### src/rtl/fpmul_share_ctrl_if.sv
// Request/response bundle between two issuing units and the shared FP multiplier controller.
// Valid/ready: a transfer happens on a rising clock edge where valid and ready are both high;
// the source holds valid and its payload stable until that edge, and the sink may raise ready at any time.
interface fpmul_share_ctrl_if;
    logic        req0_valid;
    logic        req0_ready;
    logic [31:0] req0_a;
    logic [31:0] req0_b;
    logic        req1_valid;
    logic        req1_ready;
    logic [31:0] req1_a;
    logic [31:0] req1_b;
    logic        rsp0_valid;
    logic        rsp0_ready;
    logic        rsp1_valid;
    logic        rsp1_ready;
    logic [31:0] rsp_data;

    modport master (
        output req0_valid, req0_a, req0_b,
        output req1_valid, req1_a, req1_b,
        output rsp0_ready, rsp1_ready,
        input  req0_ready, req1_ready,
        input  rsp0_valid, rsp1_valid, rsp_data
    );

    modport slave (
        input  req0_valid, req0_a, req0_b,
        input  req1_valid, req1_a, req1_b,
        input  rsp0_ready, rsp1_ready,
        output req0_ready, req1_ready,
        output rsp0_valid, rsp1_valid, rsp_data
    );
endinterface

### src/rtl/fpmul_share_ctrl.sv
// Round-robin controller sharing one combinational binary32 multiplier between two requesters,
// with a multicycle hold window before the product is captured.

module fpmultiplier (
    input  logic [31:0] a,
    input  logic [31:0] b,
    output logic [31:0] p
);
    logic               sign;
    logic [7:0]         ea;
    logic [7:0]         eb;
    logic [7:0]         ea_eff;
    logic [7:0]         eb_eff;
    logic [22:0]        fa;
    logic [22:0]        fb;
    logic               a_zero;
    logic               b_zero;
    logic               a_inf;
    logic               b_inf;
    logic               a_nan;
    logic               b_nan;
    logic [23:0]        ma;
    logic [23:0]        mb;
    logic [47:0]        prod;
    logic [47:0]        norm;
    logic [46:0]        shifted;
    logic [5:0]         lead;
    logic signed [10:0] exp_sum;
    logic signed [10:0] sh_amt;
    logic               lost;
    logic               guard;
    logic               sticky;
    logic               round_up;
    logic [7:0]         exp_field;
    logic [30:0]        mag;

    assign sign   = a[31] ^ b[31];
    assign ea     = a[30:23];
    assign eb     = b[30:23];
    assign fa     = a[22:0];
    assign fb     = b[22:0];
    assign a_zero = (ea == 8'd0) && (fa == 23'd0);
    assign b_zero = (eb == 8'd0) && (fb == 23'd0);
    assign a_inf  = (ea == 8'hFF) && (fa == 23'd0);
    assign b_inf  = (eb == 8'hFF) && (fb == 23'd0);
    assign a_nan  = (ea == 8'hFF) && (fa != 23'd0);
    assign b_nan  = (eb == 8'hFF) && (fb != 23'd0);
    // Subnormals carry no hidden bit but share the exponent of the smallest normal.
    assign ea_eff = (ea == 8'd0) ? 8'd1 : ea;
    assign eb_eff = (eb == 8'd0) ? 8'd1 : eb;
    assign ma     = {ea != 8'd0, fa};
    assign mb     = {eb != 8'd0, fb};
    assign prod   = ma * mb;

    always_comb begin
        lead = 6'd0;
        for (int i = 0; i < 48; i++) begin
            if (prod[i]) lead = 6'(i);
        end
    end

    // Round-to-nearest-even; adding the round bit to {exponent, fraction} carries naturally
    // into the exponent, covering subnormal-to-normal and normal-to-infinity.
    always_comb begin
        exp_sum   = $signed({3'b000, ea_eff}) + $signed({3'b000, eb_eff})
                  + $signed({5'b00000, lead}) - 11'sd173;
        norm      = prod << (6'd47 - lead);
        sh_amt    = 11'sd1 - exp_sum;
        shifted   = norm[46:0];
        lost      = 1'b0;
        exp_field = exp_sum[7:0];
        if (exp_sum < 11'sd1) begin
            exp_field = 8'd0;
            if (sh_amt > 11'sd47) begin
                shifted = 47'd0;
                lost    = |norm;
            end else begin
                shifted = 47'(norm >> sh_amt[5:0]);
                lost    = |(norm & ((48'd1 << sh_amt[5:0]) - 48'd1));
            end
        end
        guard    = shifted[23];
        sticky   = (|shifted[22:0]) | lost;
        round_up = guard & (sticky | shifted[24]);
        mag      = {exp_field, shifted[46:24]} + {30'd0, round_up};

        if (a_nan || b_nan || (a_inf && b_zero) || (b_inf && a_zero)) begin
            p = 32'h7FC0_0000;
        end else if (a_inf || b_inf || (exp_sum > 11'sd254)) begin
            p = {sign, 8'hFF, 23'd0};
        end else if (a_zero || b_zero) begin
            p = {sign, 31'd0};
        end else begin
            p = {sign, mag};
        end
    end
endmodule

module fpmul_share_ctrl #(
    parameter int MUL_LATENCY = 1,
    parameter int CNT_W       = 16
) (
    input  logic              clk,
    input  logic              rst_n,
    fpmul_share_ctrl_if.slave bus,
    output logic              busy,
    output logic              grant_id,
    output logic [CNT_W-1:0]  op_count,
    output logic [1:0]        dbg_state
);
    typedef enum logic [1:0] {
        IDLE = 2'd0,
        WAIT = 2'd1,
        RESP = 2'd2
    } state_t;

    localparam logic [3:0] LAT = 4'(MUL_LATENCY);

    state_t      state;
    logic        last_grant;
    logic [3:0]  wait_cnt;
    logic [31:0] op_a;
    logic [31:0] op_b;
    logic [31:0] product;
    logic [31:0] rsp_data_q;
    logic        rsp0_valid_q;
    logic        rsp1_valid_q;
    logic        grant0;
    logic        grant1;
    logic        accept0;
    logic        accept1;
    logic        rsp_hs;

    fpmultiplier u_mul (
        .a (op_a),
        .b (op_b),
        .p (product)
    );

    // On a tie the requester that did not win last time gets the slot.
    assign grant0  = bus.req0_valid & (~bus.req1_valid | last_grant);
    assign grant1  = bus.req1_valid & (~bus.req0_valid | ~last_grant);
    assign accept0 = bus.req0_ready;
    assign accept1 = bus.req1_ready;

    assign bus.req0_ready = rst_n & (state == IDLE) & grant0;
    assign bus.req1_ready = rst_n & (state == IDLE) & grant1;
    assign bus.rsp0_valid = rsp0_valid_q;
    assign bus.rsp1_valid = rsp1_valid_q;
    assign bus.rsp_data   = rsp_data_q;

    assign rsp_hs    = grant_id ? (rsp1_valid_q & bus.rsp1_ready)
                                : (rsp0_valid_q & bus.rsp0_ready);
    assign busy      = (state != IDLE);
    assign dbg_state = state;

    always_ff @(posedge clk or negedge rst_n) begin
        if (!rst_n) begin
            state        <= IDLE;
            last_grant   <= 1'b1;
            grant_id     <= 1'b0;
            wait_cnt     <= 4'd0;
            op_a         <= 32'd0;
            op_b         <= 32'd0;
            rsp_data_q   <= 32'd0;
            rsp0_valid_q <= 1'b0;
            rsp1_valid_q <= 1'b0;
            op_count     <= '0;
        end else begin
            case (state)
                IDLE: begin
                    if (accept0 || accept1) begin
                        op_a       <= accept1 ? bus.req1_a : bus.req0_a;
                        op_b       <= accept1 ? bus.req1_b : bus.req0_b;
                        last_grant <= accept1;
                        grant_id   <= accept1;
                        wait_cnt   <= LAT;
                        state      <= WAIT;
                    end
                end
                WAIT: begin
                    // Operands stay frozen on the multiplier for the whole window.
                    wait_cnt <= wait_cnt - 4'd1;
                    if (wait_cnt == 4'd1) begin
                        rsp_data_q   <= product;
                        rsp0_valid_q <= ~grant_id;
                        rsp1_valid_q <= grant_id;
                        state        <= RESP;
                    end
                end
                RESP: begin
                    if (rsp_hs) begin
                        rsp0_valid_q <= 1'b0;
                        rsp1_valid_q <= 1'b0;
                        op_count     <= op_count + {{(CNT_W-1){1'b0}}, 1'b1};
                        state        <= IDLE;
                    end
                end
                default: state <= IDLE;
            endcase
        end
    end

    a_ready_onehot: assert property (@(posedge clk) disable iff (!rst_n)
        !(bus.req0_ready && bus.req1_ready));
    a_rsp_stable: assert property (@(posedge clk) disable iff (!rst_n)
        (state == RESP && !rsp_hs) |=> $stable(rsp_data_q));
endmodule
### src/flat_wrapper.sv
// flat-port wrapper written by rule: the top's interface ports become plain ports
module fpmul_share_ctrl_flat 
#(
    parameter int MUL_LATENCY = 1,
    parameter int CNT_W       = 16
)
  (clk, rst_n, busy, grant_id, op_count, dbg_state, bus_req0_valid, bus_req0_a, bus_req0_b, bus_req1_valid, bus_req1_a, bus_req1_b, bus_rsp0_ready, bus_rsp1_ready, bus_req0_ready, bus_req1_ready, bus_rsp0_valid, bus_rsp1_valid, bus_rsp_data);
  fpmul_share_ctrl_if bus_i ();
  input  logic clk;
  input  logic rst_n;
  output logic busy;
  output logic grant_id;
  output logic [CNT_W-1:0] op_count;
  output logic [1:0] dbg_state;
  input wire logic [$bits(bus_i.req0_valid)-1:0] bus_req0_valid;
  input wire logic [$bits(bus_i.req0_a)-1:0] bus_req0_a;
  input wire logic [$bits(bus_i.req0_b)-1:0] bus_req0_b;
  input wire logic [$bits(bus_i.req1_valid)-1:0] bus_req1_valid;
  input wire logic [$bits(bus_i.req1_a)-1:0] bus_req1_a;
  input wire logic [$bits(bus_i.req1_b)-1:0] bus_req1_b;
  input wire logic [$bits(bus_i.rsp0_ready)-1:0] bus_rsp0_ready;
  input wire logic [$bits(bus_i.rsp1_ready)-1:0] bus_rsp1_ready;
  output wire logic [$bits(bus_i.req0_ready)-1:0] bus_req0_ready;
  output wire logic [$bits(bus_i.req1_ready)-1:0] bus_req1_ready;
  output wire logic [$bits(bus_i.rsp0_valid)-1:0] bus_rsp0_valid;
  output wire logic [$bits(bus_i.rsp1_valid)-1:0] bus_rsp1_valid;
  output wire logic [$bits(bus_i.rsp_data)-1:0] bus_rsp_data;
  assign bus_i.req0_valid = bus_req0_valid;
  assign bus_i.req0_a = bus_req0_a;
  assign bus_i.req0_b = bus_req0_b;
  assign bus_i.req1_valid = bus_req1_valid;
  assign bus_i.req1_a = bus_req1_a;
  assign bus_i.req1_b = bus_req1_b;
  assign bus_i.rsp0_ready = bus_rsp0_ready;
  assign bus_i.rsp1_ready = bus_rsp1_ready;
  assign bus_req0_ready = bus_i.req0_ready;
  assign bus_req1_ready = bus_i.req1_ready;
  assign bus_rsp0_valid = bus_i.rsp0_valid;
  assign bus_rsp1_valid = bus_i.rsp1_valid;
  assign bus_rsp_data = bus_i.rsp_data;
  fpmul_share_ctrl #(.MUL_LATENCY(MUL_LATENCY), .CNT_W(CNT_W)) u_core (.clk(clk), .rst_n(rst_n), .bus(bus_i), .busy(busy), .grant_id(grant_id), .op_count(op_count), .dbg_state(dbg_state));
endmodule
### config.mk
export PLATFORM = sky130hd
export DESIGN_NAME = fpmul_share_ctrl_flat
export DESIGN_NICKNAME = d
export VERILOG_FILES = /design/src/rtl/fpmul_share_ctrl_if.sv /design/src/rtl/fpmul_share_ctrl.sv /design/src/flat_wrapper.sv
export SDC_FILE = /design/constraint.sdc
export NUM_CORES = 2
export LEC_CHECK = 0
export ABC_AREA = 1
export ABC_CLOCK_PERIOD_IN_PS = 21700
export CAP_MARGIN = 20
export CORE_MARGIN = 2
export CORE_UTILIZATION = 60
export DETAILED_ROUTE_END_ITERATION = 8
export HOLD_SLACK_MARGIN = 0.15
export PLACE_DENSITY = 0.87
export SYNTH_ARGS = -nofsm -noshare
export SYNTH_HDL_FRONTEND = slang
export SYNTH_SLANG_ARGS = --single-unit
### constraint.sdc
create_clock -name clk -period 21.7 [get_ports clk]
set_clock_uncertainty 0.05 [all_clocks]
set_input_delay 6.51 -clock clk [delete_from_list [all_inputs] [get_ports clk]]
set_output_delay 6.51 -clock clk [all_outputs]
set_load 0.01 [all_outputs]
; Word level (Yosys, flattened, before mapping)
; Index checks and enable logic that the tools add are counted.
[totals]
reg_bits = 122
out_inout_bits = 56
[op_classes]
n_shift = 3
bitwise = 18
order_cmp = 3
multipliers = 1
n_mux = 71
n_eq_ne = 8
addsub = 9
reduce_logical = 36
[ops]
columns = cell, n
row1 = $mux 6, 46
row2 = $mux 32, 3
row3 = $reduce_or 48->1, 2
row4 = $mux 47, 2
row5 = $mux 31, 2
row6 = $and 48x48->48, 1
row7 = $mul 24x24->48, 1
row8 = $shl 1x6->48 const A, 1
row9 = $shl 48x6->48, 1
row10 = $shr 48x6->47, 1
row11 = $sub 48x1->48 const B, 1
row12 = $logic_not 23->1, 2
row13 = $reduce_bool 23->1, 2
row14 = $add 31x1->31, 1
row15 = $mux 8, 3
row16 = $reduce_or 23->1, 1
row17 = $add 16x1->16 const B, 1
row18 = $eq 8x8->1 const B, 2
row19 = $logic_not 8->1, 2
row20 = $reduce_bool 8->1, 2
row21 = $gt 11x7->1 const B, 1
row22 = $gt 11x9->1 const B, 1
row23 = $lt 11x2->1 const B, 1
row24 = $sub 10x8->11 const B, 1
row25 = 26 further kinds, 68

; Depth between registers and ports, before layout
[logic_depth]
word_depth = 65
ltp_mapped = 106
mapped_depth_nobuf = 102

; Cells and area by module
; A second synthesis with hierarchy kept.
[unflattened]
hier_cells = 5347
hier_area_um2 = 35282.6
[modules_own_cells]
columns = module, cells_each, seq_area_each_um2, n_inst, area_per_inst_um2
row1 = fpmultiplier, 4629, 0.0, 1, 29533.3
row2 = fpmul_share_ctrl, 718, 3054.2, 1, 5749.3

; Worst setup path before layout
; Ideal clock, no wire load.
[synth_timing]
path_kind = register -> register
start = register u_core.op_b[3]
end = register u_core.rsp_data_q[0] (netlist: u_core.bus.rsp_data[0])
path_slack_ns = 7.697
path_buffers = 5
path_stages_with_launch = 87
synth_period_minus_slack_ns = 14.003
setup_ns = 0.116
t_required_ns = 21.534
arrival_time_ns = 13.836
cell_sequence = dfrtp_1 -> clkbuf_1 -> clkbuf_1 -> nand2_1 -> fa_1 -> inv_1 -> fa_1 -> inv_1 -> fa_1 -> inv_1 -> fa_1 -> fa_1 -> fa_1 -> inv_1 -> fa_1 -> inv_1 -> ha_1 -> a21oi_1 -> [... 51 more ...] -> nand2_1 -> nor3_1 -> inv_1 -> nor4_1 -> nand2_1 -> xor2_1 -> nand2_1 -> nand4_1 -> nor2_1 -> nand2_1 -> nand2_1 -> nand2_1 -> a21oi_1 -> nand2_1 -> nand2_1 -> nand2_1 -> nand2_1 -> nand2_1
[synth_between]
elab_chain_cells = 62
word_cells_on_any_way = 85
[synth_rtl]
columns = item, line
row1 = start: declaration, fpmul_share_ctrl.sv:123  ; logic [31:0] op_b;
row2 = start signal: assignment, fpmul_share_ctrl.sv:174  ; op_b <= accept1 ? bus.req1_b : bus.req0_b;
row3 = $mul 24x24->48, fpmul_share_ctrl.sv:53  ; assign prod = ma * mb;
row4 = $mux 6 (45 in series), fpmul_share_ctrl.sv:58  ; if (prod[i]) lead = 6'(i);
row5 = $add 9x6->10, fpmul_share_ctrl.sv:66  ; + $signed({5'b00000, lead}) - 11'sd173;
row6 = $sub 10x8->11, fpmul_share_ctrl.sv:66
row7 = $sub 2x11->11, fpmul_share_ctrl.sv:68  ; sh_amt = 11'sd1 - exp_sum;
row8 = $shl 1x6->48, fpmul_share_ctrl.sv:79  ; lost = |(norm & ((48'd1 << sh_amt[5:0]) - 48'd1));
row9 = $sub 48x1->48, fpmul_share_ctrl.sv:79
row10 = $and 48x48->48, fpmul_share_ctrl.sv:79
row11 = [... 2 more ...], --
row12 = $mux 1, fpmul_share_ctrl.sv:72  ; if (exp_sum < 11'sd1) begin
row13 = $or 1x1->1, fpmul_share_ctrl.sv:83  ; sticky = (|shifted[22:0]) | lost;
row14 = $or 1x1->1, fpmul_share_ctrl.sv:84  ; round_up = guard & (sticky | shifted[24]);
row15 = $and 1x1->1, fpmul_share_ctrl.sv:84
row16 = $add 31x1->31, fpmul_share_ctrl.sv:85  ; mag = {exp_field, shifted[46:24]} + {30'd0, round_up};
row17 = $mux 31, fpmul_share_ctrl.sv:91  ; end else if (a_zero || b_zero) begin
row18 = $mux 31, fpmul_share_ctrl.sv:89  ; end else if (a_inf || b_inf || (exp_sum > 11'sd254)) begin
row19 = $mux 32 *, fpmul_share_ctrl.sv:87  ; if (a_nan || b_nan || (a_inf && b_zero) || (b_inf && a_zero)) begin
row20 = end signal: assignment, fpmul_share_ctrl.sv:185  ; rsp_data_q <= product;
row21 = end: declaration, fpmul_share_ctrl.sv:125  ; logic [31:0] rsp_data_q;
; Every way passes the cells marked *; elsewhere a longest branch is shown, timed or not.
; A chain may end at the register's enable or synchronous reset.

; Worst setup path in the final report
[layout_timing]
start = register u_core.op_a[9]
end = register u_core.rsp_data_q[0] (netlist: u_core.bus.rsp_data[0])
[layout_between]
elab_chain_cells = 56
word_cells_on_any_way = 79
[layout_rtl]
columns = item, line
row1 = start: declaration, fpmul_share_ctrl.sv:122  ; logic [31:0] op_a;
row2 = start signal: assignment, fpmul_share_ctrl.sv:173  ; op_a <= accept1 ? bus.req1_a : bus.req0_a;
row3 = $mul 24x24->48, fpmul_share_ctrl.sv:53
row4 = $mux 6 (39 in series), fpmul_share_ctrl.sv:58
row5 = $add 9x6->10, fpmul_share_ctrl.sv:66
row6 = $sub 10x8->11, fpmul_share_ctrl.sv:66
row7 = $sub 2x11->11, fpmul_share_ctrl.sv:68
row8 = $shl 1x6->48, fpmul_share_ctrl.sv:79
row9 = $sub 48x1->48, fpmul_share_ctrl.sv:79
row10 = $and 48x48->48, fpmul_share_ctrl.sv:79
row11 = [... 2 more ...], --
row12 = $mux 1, fpmul_share_ctrl.sv:72
row13 = $or 1x1->1, fpmul_share_ctrl.sv:83
row14 = $or 1x1->1, fpmul_share_ctrl.sv:84
row15 = $and 1x1->1, fpmul_share_ctrl.sv:84
row16 = $add 31x1->31, fpmul_share_ctrl.sv:85
row17 = $mux 31, fpmul_share_ctrl.sv:91
row18 = $mux 31, fpmul_share_ctrl.sv:89
row19 = $mux 32 *, fpmul_share_ctrl.sv:87
; Marked as above.

==> flow_metrics.env <==
export IMPL_status="finished clean"
export IMPL_fillCellCount=4985
export IMPL_cap_violations=0
export IMPL_fin_cells=6022
export IMPL_cp_start_kind="flip-flop"
export IMPL_rsz0062_at_grt="no"
export IMPL_vias_per_cell=5.928
export IMPL_synth_seq_cells=122
export IMPL_synth_area_top_cells="fa_1, nand2_1, inv_1"
export IMPL_dr_pass1_iters=7
export IMPL_synthCells=5266
export IMPL_grt_max_degree=105
export IMPL_grt_pass1_wl_mm=191.3
export IMPL_routabilityCongestion=1.074
export IMPL_drtIter0Drc=4639
export IMPL_synth_edff_count=0
export IMPL_wl_mm=122.1
export IMPL_dp_cells=5985
export IMPL_grt_usage=0.4079
export IMPL_antenna_found_initial=1
export IMPL_grt_pass1_vias=35180
export IMPL_synth_top_area_cell="fa_1"
export IMPL_cp_end_kind="flip-flop"
export IMPL_cpMaxStageDelayCell="dfrtp_1"
export IMPL_min_from="u_core.bus.rsp_data[4]$_DFFE_PN0P_"
export IMPL_mostFrequentLayoutCell="nand2_1"
export IMPL_syn_nets=6090
export IMPL_ctsHoldBuffers=0
export IMPL_hold_class="reg2reg"
export IMPL_rows=88
export IMPL_io_pins=190
export IMPL_ys_types=69
export IMPL_dp_hpwl_mm=96.16
export IMPL_cp_common_cell="nand2_1"
export IMPL_cts_tree="done"
export IMPL_die_w_um=245.0
export IMPL_die_area_mm2=0.06002
export IMPL_drive_gt1_frac=0.03843
export IMPL_port_buffer_count=189
export IMPL_synthFlopType="dfrtp_1"
export IMPL_timing_final_crit_share=0.7787
export IMPL_drc=0
export IMPL_path_delay_family="simple AND/OR/NAND/NOR gates"
export IMPL_cts_made_buffers=17
export IMPL_max_clock_freq_ghz=0.05918
export IMPL_clock_root_buffer="clkbuf_16"
export IMPL_worstMarginPinSlew_ns=1.217
export IMPL_synth_area_mm2=0.03485
export IMPL_cp_arrival_ns=17.19
export IMPL_multi_input_area_mm2=0.02659
export IMPL_post_cts_buffers=0
export IMPL_crit_fanout=58
export IMPL_path_clk_slew_ns=0.07
export IMPL_final_seq_area_mm2=0.003054
export IMPL_critPathBufInv=16
export IMPL_die_h_um=245.0
export IMPL_cp_slowest_stage_delay_ns=1.11
export IMPL_crit_required_ns=21.99
export IMPL_wl_per_cell_um=20.27
export IMPL_synth_area_per_cell_um2=6.617
export IMPL_seq_area_frac_synth=0.08764
export IMPL_slew_viol_final=0
export IMPL_clockBufferDepth=2
export IMPL_cts_max_level=4
export IMPL_r2r_start="u_core.op_a[9]$_DFFE_PN0P_"
export IMPL_yosysTopAreaCellShare=0.2809
export IMPL_min_period_ns=16.90
export IMPL_synth_async_reset_ratio=1.000
export IMPL_setup_viol=0
export IMPL_insertion_delay_ns=0.45
export IMPL_synthToLayoutAreaGrowth_pct=7.820
export IMPL_ant_nets=0
export IMPL_overflow=0
export IMPL_cts_resized=0
export IMPL_finalNetCount=6067
export IMPL_synth_yosys_warnings=0
export IMPL_crit_path_start="u_core.op_a[9]$_DFFE_PN0P_"
export IMPL_mostFrequentLayoutCells="nand2_1, inv_1, nand3_1"
export IMPL_tns_ns=0
export IMPL_hold_viol_final=0
export IMPL_clock_sinks=122
export IMPL_worstSetupPathType="reg2reg"
export IMPL_start_util=0.6051
export IMPL_fp_coreArea_mm2=0.05759
export IMPL_num_vias=35700
export IMPL_max_slew_margin=0.1885
[sequential cells by signal (all words and copies together), names as in the netlist]
name                   flops
u_core.op_b               32
u_core.op_count           16
u_core.bus.rsp_data       32
u_core.wait_cnt            4
u_core.grant_id            1
u_core.op_a               32
u_core.dbg_state           2
u_core.bus.rsp0_valid      1
u_core.bus.rsp1_valid      1
u_core.last_grant          1
[per-stage QoR]
step	area, µm²	hold WS [ns]	utilization	setup slack, ns
global placement	36910	0.4117	0.6410	5.483
CTS	37500	0.4354	0.6513	5.082
finish	37570	0.4342	0.6525	4.803
detailed placement	36910	0.4204	0.6410	5.171
global route	37570	0.4652	0.6525	3.645
floorplan	34850	0.3987	-	7.697
[final cells by class]
| cell class | instances | share of cell area |
|---|---|---|
| Antenna cell | 1 | 0.00006660 |
| Clock buffer | 18 | 0.01142 |
| Clock inverter | 14 | 0.004362 |
| Inverter | 1068 | 0.1068 |
| Multi-Input combinational cell | 3787 | 0.7078 |
| Sequential cell | 122 | 0.08129 |
| Tap cell | 765 | 0.02548 |
| Timing Repair Buffer | 247 | 0.06281 |
[per-layer routing]
metal,global-route usage,part of all wire,vias to the layer above
li1,-,-,16020
met5,0,0,-
met1,0.5185,0.37,16760
met2,0.6522,0.45,2390
met3,0.07818,0.11,530
met4,0.2351,0.069,0
[final timing paths]
path                                                        to  slack [ns]  cells after the start
min in group asynchronous  u_core.bus.rsp_data[26]$_DFFE_PN0P_        5.95                      1
max reg2reg                 u_core.bus.rsp_data[0]$_DFFE_PN0P_        4.80                     83
min reg2reg                 u_core.bus.rsp_data[4]$_DFFE_PN0P_        0.43                      2
max                         u_core.bus.rsp_data[0]$_DFFE_PN0P_        4.80                     83
max in group asynchronous           u_core.op_b[8]$_DFFE_PN0P_       14.37                      2
min                         u_core.bus.rsp_data[4]$_DFFE_PN0P_        0.43                      2
[cells by family (layout without fill, tap and decap cells)]
family / after synthesis / after routing / share of synthesized area
compound gates: 298 / 298 / 0.05608
xor+xnor: 82 / 82 / 0.02104
fa+ha+maj: 690 / 690 / 0.3531
buf+inv: 1357 / 1347 / 0.1499
flops: 122 / 122 / 0.08764
mux: 1 / 1 / 0.0002873
other cells: 0 / 1 / 0
simple gates: 2716 / 2716 / 0.3319
[worst register-to-register path: cells and delay by family (launching register included)]
family | cells | cell delay [ns]
fa+ha+maj | 12 | 5.10
compound gates | 14 | 2.30
simple gates | 39 | 5.29
flops | 1 | 1.11
xor+xnor | 2 | 0.46
buf+inv | 16 | 2.46
[cells in the mapped netlist, types with 38 or more instances]
master	instances
fa_1	489
nor3_1	38
clkbuf_1	209
o21ai_0	52
nor2_1	322
ha_1	201
inv_1	1045
nand2_1	1521
a31oi_1	71
a21oi_1	70
xor2_1	55
dfrtp_1	121
buf_2	38
nand4_1	54
nand3_1	689
Power is not shown: default switching activity piles up to over one toggle a cycle in this logic, so the estimate is an artifact.
